File: config.mk
export PLATFORM = sky130hd
export DESIGN_NAME = md_issue_ctrl
export DESIGN_NICKNAME = d
export VERILOG_FILES = /design/src/rtl/md_pkg.sv /design/src/rtl/md_decode.sv /design/src/rtl/md_issue_ctrl.sv
export SDC_FILE = /design/constraint.sdc
export NUM_CORES = 1
export LEC_CHECK = 0
export ABC_CLOCK_PERIOD_IN_PS = 2980
export CELL_PAD_IN_SITES_DETAIL_PLACEMENT = 0
export CELL_PAD_IN_SITES_GLOBAL_PLACEMENT = 1
export CORE_MARGIN = 2
export CORE_UTILIZATION = 22
export CTS_BUF_LIST = sky130_fd_sc_hd__clkbuf_4
export DETAILED_ROUTE_END_ITERATION = 10
export GPL_TIMING_DRIVEN = 1
export HOLD_SLACK_MARGIN = 0.03
export PLACE_DENSITY_LB_ADDON = 0.1
export SETUP_SLACK_MARGIN = 0.05
export SYNTH_ARGS = -nofsm -noshare
export SYNTH_HDL_FRONTEND = slang
export SYNTH_SLANG_ARGS = --single-unit
File: constraint.sdc
create_clock -name clk -period 2.98 [get_ports clk]
set_input_delay 0.745 -clock clk [delete_from_list [all_inputs] [get_ports clk]]
set_output_delay 0.745 -clock clk [all_outputs]
set_load 0.01 [all_outputs]
File: src/rtl/md_pkg.sv
// Shared decode constants, FSM state type and instruction classifiers for the
// HI/LO multiply/divide issue controller.
package md_pkg;

    localparam logic [5:0] OP_SPECIAL = 6'b000000;

    localparam logic [5:0] FN_MFHI  = 6'b010000;
    localparam logic [5:0] FN_MTHI  = 6'b010001;
    localparam logic [5:0] FN_MFLO  = 6'b010010;
    localparam logic [5:0] FN_MTLO  = 6'b010011;
    localparam logic [5:0] FN_MULT  = 6'b011000;
    localparam logic [5:0] FN_MULTU = 6'b011001;
    localparam logic [5:0] FN_DIV   = 6'b011010;
    localparam logic [5:0] FN_DIVU  = 6'b011011;

    typedef enum logic [1:0] {
        IDLE   = 2'd0,
        ISSUED = 2'd1,
        BUSY   = 2'd2
    } md_state_e;

    typedef enum logic {
        CLS_START = 1'b0,
        CLS_HILO  = 1'b1
    } md_class_e;

    function automatic logic is_md_start(input logic [31:0] instr);
        return (instr[31:26] == OP_SPECIAL) &&
               (instr[5:0] inside {FN_MULT, FN_MULTU, FN_DIV, FN_DIVU});
    endfunction

    function automatic logic is_hilo(input logic [31:0] instr);
        return is_md_start(instr) ||
               ((instr[31:26] == OP_SPECIAL) &&
                (instr[5:0] inside {FN_MFHI, FN_MTHI, FN_MFLO, FN_MTLO}));
    endfunction

endpackage

File: src/rtl/md_decode.sv
// Combinational classifier: flags an instruction as either an MD start op or
// any HI/LO-class op, selected per instance.
module md_decode
    import md_pkg::*;
#(
    parameter md_class_e CLASS = CLS_START
) (
    input  logic [31:0] instr_i,
    output logic        match_o
);

    assign match_o = (CLASS == CLS_HILO) ? is_hilo(instr_i) : is_md_start(instr_i);

endmodule

File: src/rtl/md_issue_ctrl.sv
// Issue/hazard controller for the HI/LO MD unit: single-cycle start, D-stage
// stall on HI/LO hazards, completed-op counter and sticky protocol error.
module md_issue_ctrl
    import md_pkg::*;
#(
    parameter int ISSUE_TIMEOUT = 2,
    parameter int CNT_W         = 16
) (
    input  logic             clk,
    input  logic             reset,
    input  logic [31:0]      instr_d,
    input  logic [31:0]      instr_e,
    input  logic             e_valid,
    input  logic             flush_e,
    input  logic             md_busy,
    output logic             md_start,
    output logic             stall_d,
    output logic             md_err,
    output logic [CNT_W-1:0] done_cnt
);

    localparam int               TMO_W    = (ISSUE_TIMEOUT > 1) ? $clog2(ISSUE_TIMEOUT) : 1;
    localparam logic [TMO_W-1:0] TMO_LAST = TMO_W'(ISSUE_TIMEOUT - 1);

    md_state_e        state_q;
    logic [TMO_W-1:0] tmo_q;
    logic             md_err_q;
    logic [CNT_W-1:0] done_cnt_q;

    logic start_e;
    logic hilo_d;
    logic e_req;

    md_decode #(.CLASS(CLS_START)) u_dec_e (
        .instr_i (instr_e),
        .match_o (start_e)
    );

    md_decode #(.CLASS(CLS_HILO)) u_dec_d (
        .instr_i (instr_d),
        .match_o (hilo_d)
    );

    assign e_req = start_e & e_valid & ~flush_e;

    // Start is confined to IDLE so a held E stage cannot issue the same op twice.
    assign md_start = (state_q == IDLE) & e_req & ~md_busy;
    assign stall_d  = hilo_d & (md_busy | md_start | (state_q == ISSUED));
    assign md_err   = md_err_q;
    assign done_cnt = done_cnt_q;

    // NOTE: state uses non-blocking assignments and a synchronous reset test inside
    // the clocked block, so every register updates together on the same edge.
    always_ff @(posedge clk) begin
        if (reset) begin
            state_q    <= IDLE;
            tmo_q      <= '0;
            md_err_q   <= 1'b0;
            done_cnt_q <= '0;
        end else begin
            unique case (state_q)
                IDLE: begin
                    tmo_q <= '0;
                    if (md_start) begin
                        state_q <= ISSUED;
                    end else if (e_req && md_busy) begin
                        md_err_q <= 1'b1;
                    end
                end
                ISSUED: begin
                    if (md_busy) begin
                        state_q <= BUSY;
                    end else if (tmo_q == TMO_LAST) begin
                        md_err_q <= 1'b1;
                        state_q  <= IDLE;
                    end else begin
                        tmo_q <= tmo_q + 1'b1;
                    end
                end
                BUSY: begin
                    if (!md_busy) begin
                        done_cnt_q <= done_cnt_q + 1'b1;
                        state_q    <= IDLE;
                    end
                end
                default: state_q <= IDLE;
            endcase
        end
    end

endmodule
==> impl_metrics.csv <==
group,metric,value,unit
synth,synth_commonest_cells,"dfxtp_1 (20), nor2_1 (13)",
synth,ys_async_sr_fraction,0,%
place,hpwl,1938,microns
synth,ys.warnings.count,0,
floorplan,fp.dieH,69.36,microns
synth,synth_edf_count,0,
setup_path,crit_buf_inv,3,
floorplan,core_area,4058,sq um
drt,vias,974,
sta,finalCriticalPeriod,2.823,ns
sta,relSlewSlack,46.78,%
drt,via_per_inst,4.728,
finish,syn_to_final_growth,58.99,%
power_and_ir_drop,power,0.4407,mW
clock_tree,cts_tree,"done",
setup_path,path_cells,"clkdlybuf4s50_1 -> nor4bb_4 -> nand4_1 -> buf_4 -> a31oi_1 -> clkbuf_2",
clock_tree,insertion_delay,0.30,ns
clock_tree,clockRootBuffer,"clkbuf_4",
grt,grt_max_degree,21,
power_and_ir_drop,peakVddDrop,173.6,uV
synth,ys_ff_latch,20,
setup_path,critical_path_class,"input port to output pin",
grt,grt_pass1_wl,4443,microns
place,gp_routability_congestion,0.7351,
synth,synth_flop_cell,"dfxtp_1",
floorplan,num_io_pins,88,
sta,whs,0.4949,ns
drt,wl,2544,microns
place,port_buffers,42,
setup_path,ff2ff_setup_slack,1.31,ns
drt,firstDrtPassIters,4,
synth,synth_seq_area_share,42.61,%
floorplan,die_area,4810,sq um
sta,setup-violations-final,0,
sta,tightest_slew,0.7958,ns
finish,layout.nets,227,
finish,multi_input_area,538.0,sq um
grt,first_global_vias,1017,
setup_path,worstPathArrival,2.08,ns
power_and_ir_drop,pwr_density_cell,295.0,nW/um^2
synth,syn_nets,177,
setup_path,start_kind,"input port",
grt,overflow,0,
setup_path,cpLargestDelayFamily,"buffers and inverters",
drt,wl_per_cell,12.35,microns
floorplan,core.rowCount,23,
clock_tree,ctsHtreeMaxLevel,1,
clock_tree,clk_path_buf_depth,2,
sta,clock.fmax,0.3543,GHz
drt,drc_errors,0,
setup_path,crit_fanout,2,
setup_path,worstPathRequired,2.24,ns
setup_path,critical_path.max_stage_delay,0.46,ns
grt,track_usage,11.11,%
status,status,"completed",
synth,syn_area,939.7,sq um
setup_path,cp-end-kind,"output pin",
sta,rsz0062_at_grt,"false",
drt,drtIter0Drc,11,
min_path,hold_path.class,"flop to flop",
sta,fin_crit_sh,94.73,%
clock_tree,clk_pin_slew,0.11,ns
setup_path,cp_slowest_cell,"clkdlybuf4s50_1",
synth,ys_types,31,
synth,synth_top_area_share,42.61,%
floorplan,die_w,69.36,microns
finish,regArea,400.4,sq um
finish,num-fill-cells,430,
sta,finalHoldViolCount,0,
synth,synth_top_area_cell,"dfxtp_1",
synth,synth_cells,107,
floorplan,start_util,23.16,%
sta,finalClockSkew,0.005329,ns
finish,diodes,0,
synth,synth_area_leaders,"dfxtp_1 (43%), xor2_1 (5.6%), nor2_1 (5.2%)",
clock_tree,cts_buffers,3,
synth,synth_most_common_cell,"dfxtp_1",
sta,drv_slew,0,
grt,antenna_found_initial,0,
finish,layout-drive-gt1-share,8.974,%
job,cap_violations,0,
clock_tree,cts.sinks,20,
synth,synth_area_per_cell,8.782,sq um
power_and_ir_drop,leakagePower,0.4901,nW
drt,postRouteAntennaNets,0,
where the power goes:
part           internal, mW  leakage, nW  switching (mW)  total, mW
registers             0.267        0.161      0.00000722      0.267
clock network        0.0488       0.0154          0.0813      0.130
logic                0.0307        0.314          0.0127     0.0435
total                 0.347        0.490          0.0941      0.441
flip-flops by register name, indices dropped and copies added (netlist names):
signal    flops
done_cnt     16
state_q       2
md_err        1
tmo_q         1
placed cells by master, fill, tap and decap left out, types with 3 or more instances in the layout:
master,instances
a21oi_1,6
nand2_1,6
buf_4,5
xor2_1,6
and4_1,3
nor4_1,3
dfxtp_1,20
clkbuf_4,3
nor2_1,13
nor3_1,6
nand4_1,6
inv_1,4
o21ai_0,4
or3_1,3
xnor2_1,5
clkdlybuf4s50_1,40
stage by stage:
| step | setup TNS, ns | cell area (sq um) | cells | util (%) | worst slack [ns] |
|---|---|---|---|---|---|
| final | 0 | 1494 | 206 | 36.82 | 0.1571 |
| after global routing | 0 | 1494 | 206 | 36.82 | 0.03865 |
| after CTS | 0 | 1476 | 206 | 36.39 | 0.02461 |
| after detailed placement | -0.2690 | 1438 | 200 | 35.43 | -0.1735 |
| after global placement | -0.3114 | 1438 | 200 | 35.43 | -0.1931 |
| after floorplan | 0 | 939.7 | 107 | - | 0.7542 |
final timing paths:
| check | depth (start not counted) | startpoint | end |
|---|---|---|---|
| max | 6 | e_valid | stall_d |
| max reg2reg | 5 | done_cnt[0] | done_cnt[12] |
| min | 2 | done_cnt[15] | done_cnt[15] |
| min reg2reg | 2 | done_cnt[15] | done_cnt[15] |
metal layers:
metal / global-route usage [%] / vias up / part of all wire [%]
li1: - / 489 / -
met1: 12.22 / 465 / 45
met2: 20.62 / 18 / 50
met3: 3.343 / 2 / 3.7
met4: 2.832 / 0 / 0.75
met5: 0 / - / 0
worst reg2reg max path: cells and delay by family, from the launching register on:
family          cells  cell delay (ns)
simple gates        3             0.83
fa+ha+maj           1             0.20
compound gates      1             0.14
flops               1             0.43
final cells by class:
cell class / instances / area share, %
inverter: 4 / 1.005
tap: 50 / 4.188
clock inverter: 1 / 0.2513
timing repair buffer: 47 / 30.23
sequential: 20 / 26.80
clock buffer: 3 / 1.508
multi-input combinational: 81 / 36.01
cell families after synthesis:
family,count (synthesis),share of synthesized area (%)
xor+xnor,11,10.25
mux,1,1.065
buf+inv,6,2.397
flops,20,42.61
simple gates,53,33.03
compound gates,15,9.322
fa+ha+maj,1,1.331
timing repair:
item | CTS | global route
gates resized for setup | 2 | 5
buffers inserted | 2 | 0
pin swaps | 1 | 1
setup endpoints to repair | 2 | 1
hold buffers | 0 | 0
No activity file was read; power rests on OpenSTA's default activity.
